==> src/rtl/lif_neuron_update_if.sv <==
// Bundle of the sweep control, input and report signals of the LIF update stage.
// The master side drives the i_* signals; the slave (the neuron stage) drives o_*.
interface lif_neuron_update_if #(
    parameter int N_NEURON = 18,
    parameter int IDX_W    = 5,
    parameter int CUR_W    = 16
);
    logic                      i_start;
    logic                      i_s_init;
    logic [N_NEURON*CUR_W-1:0] i_current;
    logic [4:0]                i_inhbt;
    logic                      o_valid;
    logic                      o_spike;
    logic [IDX_W-1:0]          o_neuron_idx;
    logic                      o_s_init;
    logic                      o_cnt_clr;
    logic                      o_busy;
    logic                      o_done;

    modport master (
        output i_start, i_s_init, i_current, i_inhbt,
        input  o_valid, o_spike, o_neuron_idx, o_s_init, o_cnt_clr, o_busy, o_done
    );

    modport slave (
        input  i_start, i_s_init, i_current, i_inhbt,
        output o_valid, o_spike, o_neuron_idx, o_s_init, o_cnt_clr, o_busy, o_done
    );
endinterface

==> src/rtl/lif_neuron_update.sv <==
// Serial leaky-integrate-and-fire membrane update: one neuron per cycle per timestep,
// with an index-tagged state-clear sweep at sample start. All outputs are registered.
module lif_neuron_update #(
    parameter int              N_NEURON    = 18,
    parameter int              IDX_W       = 5,
    parameter int              V_W         = 16,
    parameter int              CUR_W       = 16,
    parameter logic [V_W-1:0]  THRESH      = 16'd1000,
    parameter int              LEAK_SHIFT  = 4,
    parameter int              INHBT_SHIFT = 6,
    parameter int              REFRAC      = 3
) (
    input  logic                  clk,
    input  logic                  reset,
    lif_neuron_update_if.slave    bus
);
    localparam int SW   = V_W + 3;
    localparam int RF_W = $clog2(REFRAC + 1);
    localparam logic signed [SW-1:0] V_MAX_S = {3'b000, {V_W{1'b1}}};
    localparam logic [IDX_W-1:0]     IDX_LAST = IDX_W'(N_NEURON - 1);

    typedef enum logic [1:0] {ST_IDLE, ST_INIT, ST_RUN, ST_DONE} state_t;

    state_t           state_q, state_d;
    logic [IDX_W-1:0] idx_q, idx_d;
    logic             queued_q, queued_d;
    logic [4:0]       inhbt_q, inhbt_d;

    logic [V_W-1:0]   v_q      [N_NEURON];
    logic [RF_W-1:0]  refrac_q [N_NEURON];

    logic             wr_en_d;
    logic [V_W-1:0]   v_wr_d;
    logic [RF_W-1:0]  refrac_wr_d;

    logic             valid_q, valid_d;
    logic             spike_q, spike_d;
    logic [IDX_W-1:0] nidx_q, nidx_d;
    logic             s_init_q, s_init_d;
    logic             cnt_clr_q, cnt_clr_d;
    logic             busy_q, busy_d;
    logic             done_q, done_d;

    logic [V_W-1:0]          v_cur_s;
    logic [RF_W-1:0]         rf_cur_s;
    logic [CUR_W-1:0]        cur_s;
    logic signed [SW-1:0]    sum_s;
    logic [V_W-1:0]          v_next_s;

    // Membrane arithmetic for the neuron currently addressed by idx_q.
    always_comb begin
        v_cur_s  = v_q[idx_q];
        rf_cur_s = refrac_q[idx_q];
        cur_s    = bus.i_current[32'(idx_q) * CUR_W +: CUR_W];
        sum_s    = signed'(SW'(v_cur_s)) - signed'(SW'(v_cur_s >> LEAK_SHIFT))
                 + signed'(SW'(cur_s)) - signed'(SW'(inhbt_q) << INHBT_SHIFT);
        if (sum_s < signed'(SW'(0))) begin
            v_next_s = '0;
        end else if (sum_s > V_MAX_S) begin
            v_next_s = {V_W{1'b1}};
        end else begin
            v_next_s = sum_s[V_W-1:0];
        end
    end

    // Sweep sequencing, per-neuron update decision and next output values.
    always_comb begin
        state_d     = state_q;
        idx_d       = idx_q;
        queued_d    = queued_q;
        inhbt_d     = inhbt_q;
        wr_en_d     = 1'b0;
        v_wr_d      = '0;
        refrac_wr_d = '0;
        valid_d     = 1'b0;
        spike_d     = 1'b0;
        nidx_d      = '0;
        s_init_d    = 1'b0;
        cnt_clr_d   = 1'b0;
        done_d      = 1'b0;
        case (state_q)
            ST_IDLE: begin
                idx_d = '0;
                if (bus.i_s_init) begin
                    state_d  = ST_INIT;
                    queued_d = bus.i_start;
                end else if (bus.i_start) begin
                    state_d = ST_RUN;
                    inhbt_d = bus.i_inhbt;
                end else begin
                    queued_d = 1'b0;
                end
            end
            ST_INIT: begin
                s_init_d  = 1'b1;
                nidx_d    = idx_q;
                cnt_clr_d = (idx_q == '0);
                wr_en_d   = 1'b1;
                if (idx_q == IDX_LAST) begin
                    idx_d    = '0;
                    queued_d = 1'b0;
                    if (queued_q) begin
                        state_d = ST_RUN;
                        inhbt_d = bus.i_inhbt;
                    end else begin
                        state_d = ST_IDLE;
                    end
                end else begin
                    idx_d = idx_q + IDX_W'(1);
                end
            end
            ST_RUN: begin
                valid_d = 1'b1;
                nidx_d  = idx_q;
                wr_en_d = 1'b1;
                if (rf_cur_s != '0) begin
                    refrac_wr_d = rf_cur_s - RF_W'(1);
                end else if (v_next_s >= THRESH) begin
                    spike_d     = 1'b1;
                    refrac_wr_d = RF_W'(REFRAC);
                end else begin
                    v_wr_d = v_next_s;
                end
                if (idx_q == IDX_LAST) begin
                    idx_d   = '0;
                    state_d = ST_DONE;
                end else begin
                    idx_d = idx_q + IDX_W'(1);
                end
            end
            ST_DONE: begin
                done_d  = 1'b1;
                state_d = ST_IDLE;
            end
            default: begin
                state_d = ST_IDLE;
            end
        endcase
        // Busy spans the state occupancy plus the one-cycle output lag.
        busy_d = (state_q != ST_IDLE) || (state_d != ST_IDLE);
    end

    // Control state and registered outputs.
    always_ff @(posedge clk) begin
        if (reset) begin
            state_q   <= ST_IDLE;
            idx_q     <= '0;
            queued_q  <= 1'b0;
            inhbt_q   <= '0;
            valid_q   <= 1'b0;
            spike_q   <= 1'b0;
            nidx_q    <= '0;
            s_init_q  <= 1'b0;
            cnt_clr_q <= 1'b0;
            busy_q    <= 1'b0;
            done_q    <= 1'b0;
        end else begin
            state_q   <= state_d;
            idx_q     <= idx_d;
            queued_q  <= queued_d;
            inhbt_q   <= inhbt_d;
            valid_q   <= valid_d;
            spike_q   <= spike_d;
            nidx_q    <= nidx_d;
            s_init_q  <= s_init_d;
            cnt_clr_q <= cnt_clr_d;
            busy_q    <= busy_d;
            done_q    <= done_d;
        end
    end

    // Per-neuron membrane and refractory storage, written one neuron per cycle.
    always_ff @(posedge clk) begin
        if (reset) begin
            for (int k = 0; k < N_NEURON; k++) begin
                v_q[k]      <= '0;
                refrac_q[k] <= '0;
            end
        end else if (wr_en_d) begin
            v_q[idx_q]      <= v_wr_d;
            refrac_q[idx_q] <= refrac_wr_d;
        end
    end

    assign bus.o_valid      = valid_q;
    assign bus.o_spike      = spike_q;
    assign bus.o_neuron_idx = nidx_q;
    assign bus.o_s_init     = s_init_q;
    assign bus.o_cnt_clr    = cnt_clr_q;
    assign bus.o_busy       = busy_q;
    assign bus.o_done       = done_q;
endmodule

==> src/flat_wrapper.sv <==
// flat-port wrapper written by rule: the top's interface ports become plain ports
module lif_neuron_update_flat 
#(
    parameter int              N_NEURON    = 18,
    parameter int              IDX_W       = 5,
    parameter int              V_W         = 16,
    parameter int              CUR_W       = 16,
    parameter logic [V_W-1:0]  THRESH      = 16'd1000,
    parameter int              LEAK_SHIFT  = 4,
    parameter int              INHBT_SHIFT = 6,
    parameter int              REFRAC      = 3
)
  (clk, reset, bus_i_start, bus_i_s_init, bus_i_current, bus_i_inhbt, bus_o_valid, bus_o_spike, bus_o_neuron_idx, bus_o_s_init, bus_o_cnt_clr, bus_o_busy, bus_o_done);
  lif_neuron_update_if #(.N_NEURON(N_NEURON), .IDX_W(IDX_W), .CUR_W(CUR_W)) bus_i ();
  input  logic clk;
  input  logic reset;
  input wire logic [$bits(bus_i.i_start)-1:0] bus_i_start;
  input wire logic [$bits(bus_i.i_s_init)-1:0] bus_i_s_init;
  input wire logic [$bits(bus_i.i_current)-1:0] bus_i_current;
  input wire logic [$bits(bus_i.i_inhbt)-1:0] bus_i_inhbt;
  output wire logic [$bits(bus_i.o_valid)-1:0] bus_o_valid;
  output wire logic [$bits(bus_i.o_spike)-1:0] bus_o_spike;
  output wire logic [$bits(bus_i.o_neuron_idx)-1:0] bus_o_neuron_idx;
  output wire logic [$bits(bus_i.o_s_init)-1:0] bus_o_s_init;
  output wire logic [$bits(bus_i.o_cnt_clr)-1:0] bus_o_cnt_clr;
  output wire logic [$bits(bus_i.o_busy)-1:0] bus_o_busy;
  output wire logic [$bits(bus_i.o_done)-1:0] bus_o_done;
  assign bus_i.i_start = bus_i_start;
  assign bus_i.i_s_init = bus_i_s_init;
  assign bus_i.i_current = bus_i_current;
  assign bus_i.i_inhbt = bus_i_inhbt;
  assign bus_o_valid = bus_i.o_valid;
  assign bus_o_spike = bus_i.o_spike;
  assign bus_o_neuron_idx = bus_i.o_neuron_idx;
  assign bus_o_s_init = bus_i.o_s_init;
  assign bus_o_cnt_clr = bus_i.o_cnt_clr;
  assign bus_o_busy = bus_i.o_busy;
  assign bus_o_done = bus_i.o_done;
  lif_neuron_update #(.N_NEURON(N_NEURON), .IDX_W(IDX_W), .V_W(V_W), .CUR_W(CUR_W), .THRESH(THRESH), .LEAK_SHIFT(LEAK_SHIFT), .INHBT_SHIFT(INHBT_SHIFT), .REFRAC(REFRAC)) u_core (.clk(clk), .reset(reset), .bus(bus_i));
endmodule
==> config.mk <==
export PLATFORM = sky130hd
export DESIGN_NAME = lif_neuron_update_flat
export DESIGN_NICKNAME = d
export VERILOG_FILES = /design/src/rtl/lif_neuron_update_if.sv /design/src/rtl/lif_neuron_update.sv /design/src/flat_wrapper.sv
export SDC_FILE = /design/constraint.sdc
export NUM_CORES = 1
export LEC_CHECK = 0
export BUFFER_PORTS_ARGS = -buffer_cell sky130_fd_sc_hd__buf_2
export CAP_MARGIN = 15
export CORE_UTILIZATION = 25
export DETAILED_ROUTE_END_ITERATION = 8
export GPL_TIMING_DRIVEN = 0
export PLACE_DENSITY = 0.47
export SLEW_MARGIN = 20
export SYNTH_ARGS = -nofsm -noshare
export SYNTH_HDL_FRONTEND = slang
export SYNTH_SLANG_ARGS = --single-unit
==> constraint.sdc <==
create_clock -name clk -period 8.4 [get_ports clk]
set_clock_uncertainty 0.05 [all_clocks]
set_input_delay 1.26 -clock clk [delete_from_list [all_inputs] [get_ports clk]]
set_output_delay 1.26 -clock clk [all_outputs]
set_load 0.05 [all_outputs]
# Yosys cells after proc, flatten, opt, wreduce, memory -nomap -nowiden
# Memories as Yosys holds them, arrays and structs flattened. A register that Yosys moved wholly into a read port is not among the register bits.
# Index checks and enable logic that the tools add are counted.
# op_classes
add_sub_neg	5
order_cmp	3
n_eq_ne	9
n_shift	1
n_mux	45
n_bitwise	3
n_reduce_logical	16
# ops
op	n
$shiftx 288x10->16	1
$mux 16	6
$mux 5	11
$pmux 5 s2	2
$add 19x17->19	1
$gt 19x17->1 const B	1
$lt 19x1->1 const B	1
$sub 19x12->19	1
$mux 2	9
$sub 16x12->17	1
$ge 16x10->1 const B	1
$reduce_or 16->1	1
$mux 1	15
$reduce_bool 2->1	5
$pmux 2 s4	1
$reduce_or 2->1	4
$add 5x1->5 const B	1
$eq 5x5->1 const B	1
$logic_not 5->1	1
$reduce_and 5->1	1
$eq 2x2->1 const B	2
$ne 2x1->1 const B	2
$ne 2x2->1 const B	2
$ne 3x3->1 const B	1
other kinds (8)	10
# totals
regBits	24
mem_bits_rw	324
inputBits	297
out_inout_bits	11
elab_cells	95
memories	2
# mem_list
memory	words	word_bits	rd	rd_ports_with_merged_regs	wr	line	rtl
u_core.v_q	18	16	1	1	18	lif_neuron_update.sv:29	logic [V_W-1:0] v_q [N_NEURON];
u_core.refrac_q	18	2	1	1	18	lif_neuron_update.sv:30	logic [RF_W-1:0] refrac_q [N_NEURON];

# Longest topological paths before layout
# logic_depth
depth_word	11
ltp_mapped	34
mapped_depth_nobuf	26

# Least setup slack after synthesis
# Ideal clock, no wire load.
# synth_timing
path_kind	register -> register
startpoint	register (tool-made name)
endpoint	memory u_core.v_q[17][5], data pin
setup_ns	0.192
arrival_time_ns	7.853
required_ns	8.158
path_slack_ns	0.305
stages_incl_launch_ff	32
n_path_buf	7
period_less_slack_ns	8.095
cell_sequence	dfxtp_1 > buf_6 > buf_2 > buf_2 > clkbuf_1 > buf_2 > mux4_2 > mux4_2 > mux2i_1 > ha_1 > inv_1 > fa_1 > a21o_1 > a21oi_1 > nor2b_1 > o31a_1 > o21a_1 > nor2_1 > xnor2_1 > fa_1 > ha_1 > o211ai_1 > and2_1 > or3_1 > o21ai_0 > xnor2_1 > nand3_1 > nor4_4 > buf_4 > o211ai_4 > buf_6 > inv_1
# synth_rtl
item	line
to (decl)	lif_neuron_update.sv:29

==> summary.txt <==
Final layout
  • Filler cells: 11100
  • Final instance area: 35900 um^2
  • Share of cells above drive strength 1: roughly a third
  • Layout area overhead: 25.7%
  • Commonest cells after routing, fill and taps aside: 576 x edfxtp_1, 310 x buf_2, 247 x nor2_1, 242 x mux4_2, 192 x conb_1
  • Most common cell after layout, fill and taps aside: edfxtp_1
  • Multi-input logic area: 10800 um^2
  • Finished Layout Cells: about 3900
  • Nets@finish: ~2700
  • FF/Latch Area: approximately 18000 um^2

Timing
  • Tcrit/Tclk final: 96.1%
  • Final min period: 8.07 ns
  • Tightest Pin Transition: 1.01 ns
  • Final setup fails: 0
  • Hold Violations, Final: 0
  • Slew Limit Headroom: between 30% and 40%
  • FMAX: 0.124 GHz
  • Pins Over Slew Limit: 0

Worst setup path
  • WP data arrival: between 8 and 9 ns
  • Critical path's most frequent cell: buf_6
  • Crit Path Class: reg -> reg
  • CP Launch Type: register
  • Crit path largest cell delay: 0.53 ns
  • WP data required: 8.66 ns
  • Crit end category: register
  • Critical-path top delay cell: mux4_2
  • CP max FO: 19

Logic synthesis
  • Ys async rst share: 0%
  • Netlist cell types: 63
  • Mapped Cells: 1711
  • Post-synth top flop: edfxtp_1
  • Warnings from Yosys: 0
  • Sequential cell area fraction in the yosys report: 62.7%
  • Seq cells post-synth: just over 600
  • Synth Cell Area: 28500 um^2
  • Syn avg cell area: 16.7 um^2
  • EDFF count, synth: 576

Clock tree
  • Clock Latency Late Sink: 0.61 ns
  • Max clock buf depth: 3
  • Hold buffer count at cts: 0
  • Clock tree sinks: 605
  • CTS clock-pin slew for the worst setup and hold paths: 0.05 ns
  • Clk root buf: clkbuf_16
  • Num CTS Buffers: 69
  • CTS H-tree depth: 3
  • TritonCTS clock tree: yes

Placement
  • DPL Wire Length: 73200 um
  • DP Area: 33200 um^2
  • Port Buffer Count: 307
  • GPL Wtd Cong: 0.917
  • Placed cells: 3731

Global route
  • Largest net degree at the start of global routing: 20
  • Gr usage total: ~17%
  • Initial antenna violation count: 10
  • First-pass GRT wire length: 136000 um
  • Vias in the first global route: 18400
  • Total grt overflow: 0

Floorplanning
  • Die Width: 340 um
  • Initial core utilization: 25.3%
  • I/O pin cnt: 308
  • Placeable core area: 113000 um^2
  • Die height: 340 um
  • # rows: 123
  • Full die area: 115000 um^2

Route
  • DRT iter0 DRCs: 1315
  • Drt first pass iters: 5
  • Routed WL: between 90000 and 100000 um
  • Drc violations: 0
  • Vias per cell: roughly 4.6
  • DR vias: 17800
  • ANT nets after route: 0
  • WL/cell: about 25 um

Power and ir drop
  • Leak: between 10 and 15 nW
  • Power per Cell Area: 232 nW/um^2
  • Worst VDD drop: ~0.13 mV
  • Power, Total: approximately 8.3 mW

Run
  • Max-cap viol count: 0

Hold path
  • Worst hold path type: reg -> reg

Status
  • Status: finished, final reports clean
## worst paths after layout
check,slack [ns],startpoint,cells after the start,endpoint
hold / removal,0.47,u_core.inhbt_q[2],2,u_core.inhbt_q[2]
hold reg to reg,0.47,u_core.inhbt_q[2],2,u_core.inhbt_q[2]
setup / recovery,0.33,register,33,u_core.v_q[26][5]
setup reg to reg,0.33,register,33,u_core.v_q[26][5]
## cell families after synthesis
family	count (synthesis)	synth area share [%]
AND/OR/NAND/NOR	433	7.21
flip-flops	605	62.7
other	1	0.0131
AO/OA/AOI/OAI	122	2.75
multiplexers	309	21.5
XOR/XNOR	20	0.614
adder cells (fa/ha/maj)	52	2.44
buffers and inverters	169	2.83
## synthesized netlist by cell type, drive strengths merged, types with 5 or more instances
library cell	number	area [um^2]
o21a	7	52.6
and2	8	50.1
a21oi	42	210
nor2	269	1050
fa	6	120
o21ai	28	140
nor3	11	55.1
edfxtp	576	17300
dfxtp	29	581
xor2	11	96.3
o31ai	6	45.0
ha	46	576
mux4	242	5450
xnor2	9	78.8
a22oi	10	75.1
nand4	5	46.3
dlygate4sd1	9	78.8
mux2i	59	591
mux2	8	90.1
nand2	49	184
inv	62	233
nor2b	15	93.8
clkbuf	42	158
buf	56	338
nand2b	28	175
nor4	5	46.3
nand3	23	178
## metrics by stage
| step | setup TNS, ns | worst slack (ns) | hold WS (ns) | utilization, % |
|---|---|---|---|---|
| 6_report | 0 | 0.326 | 0.468 | 31.8 |
| 5_1_grt | -0.870 | -0.0323 | 0.488 | 31.8 |
| 4_1_cts | 0 | 0.0561 | 0.464 | 31.6 |
| 3_5_place_dp | -724.35 | -2.21 | 0.443 | 29.4 |
| 3_3_place_gp | -681.49 | -2.09 | 0.436 | 29.0 |
| 2_1_floorplan | 0 | 0.305 | 0.410 | - |
## final cells by class
cell class / instances / share of cell area [%]
clock inverters: 33 / 0.952
repair buffers: 337 / 5.52
multi-input cells: 1128 / 30.2
flip-flops and latches: 605 / 49.8
inverters: 62 / 0.764
diodes: 3 / 0.0209
repair inverters: 10 / 0.209
clock buffers: 87 / 5.14
plain buffers: 104 / 2.14
well taps: 1500 / 5.23
## routing by layer
| metal | share of wire (%) | wire length [um] | track usage [%] |
|---|---|---|---|
| met1 | 45 | 43400 | 23.0 |
| met2 | 49 | 47200 | 27.7 |
| met3 | 5.2 | 5030 | 2.63 |
| met4 | 1.7 | 1680 | 3.21 |
| met5 | 0.013 | 13 | 0 |
## what timing repair did
action | CTS | global route
gates cloned | 2 | 8
pin swaps | 2 | 0
hold endpoints to repair | 0 | 0
setup buffers | 6 | 2
setup endpoints to repair | 385 | 369
gates resized for setup | 96 | 40
## worst max-delay path, delay by kind of cell (launching register included)
| kind | cells | cell delay (ns) |
|---|---|---|
| compound gates | 9 | 1.79 |
| xor+xnor | 1 | 0.17 |
| simple gates | 4 | 0.39 |
| buf+inv | 11 | 2.02 |
| mux | 4 | 1.40 |
| fa+ha+maj | 4 | 1.48 |
| flops | 1 | 0.41 |
## power breakdown
| group | switching [mW] | internal (mW) | leakage [nW] | total [mW] |
|---|---|---|---|---|
| sequential | 0.0249 | 3.38 | 5.67 | 3.40 |
| clock | 1.20 | 1.74 | 1.06 | 2.94 |
| combinational | 1.13 | 0.853 | 5.45 | 1.99 |
| total | 2.36 | 5.97 | 12.2 | 8.33 |
## registers in the layout, summed over array words and instances (netlist names), 2 cells and up, named ones only
signal,flops
u_core.bus.o_neuron_idx,5
u_core.idx_q,5
u_core.inhbt_q,5
u_core.refrac_q,64
u_core.state_q,2
u_core.v_q,512
(Power assumes the default switching activity.)
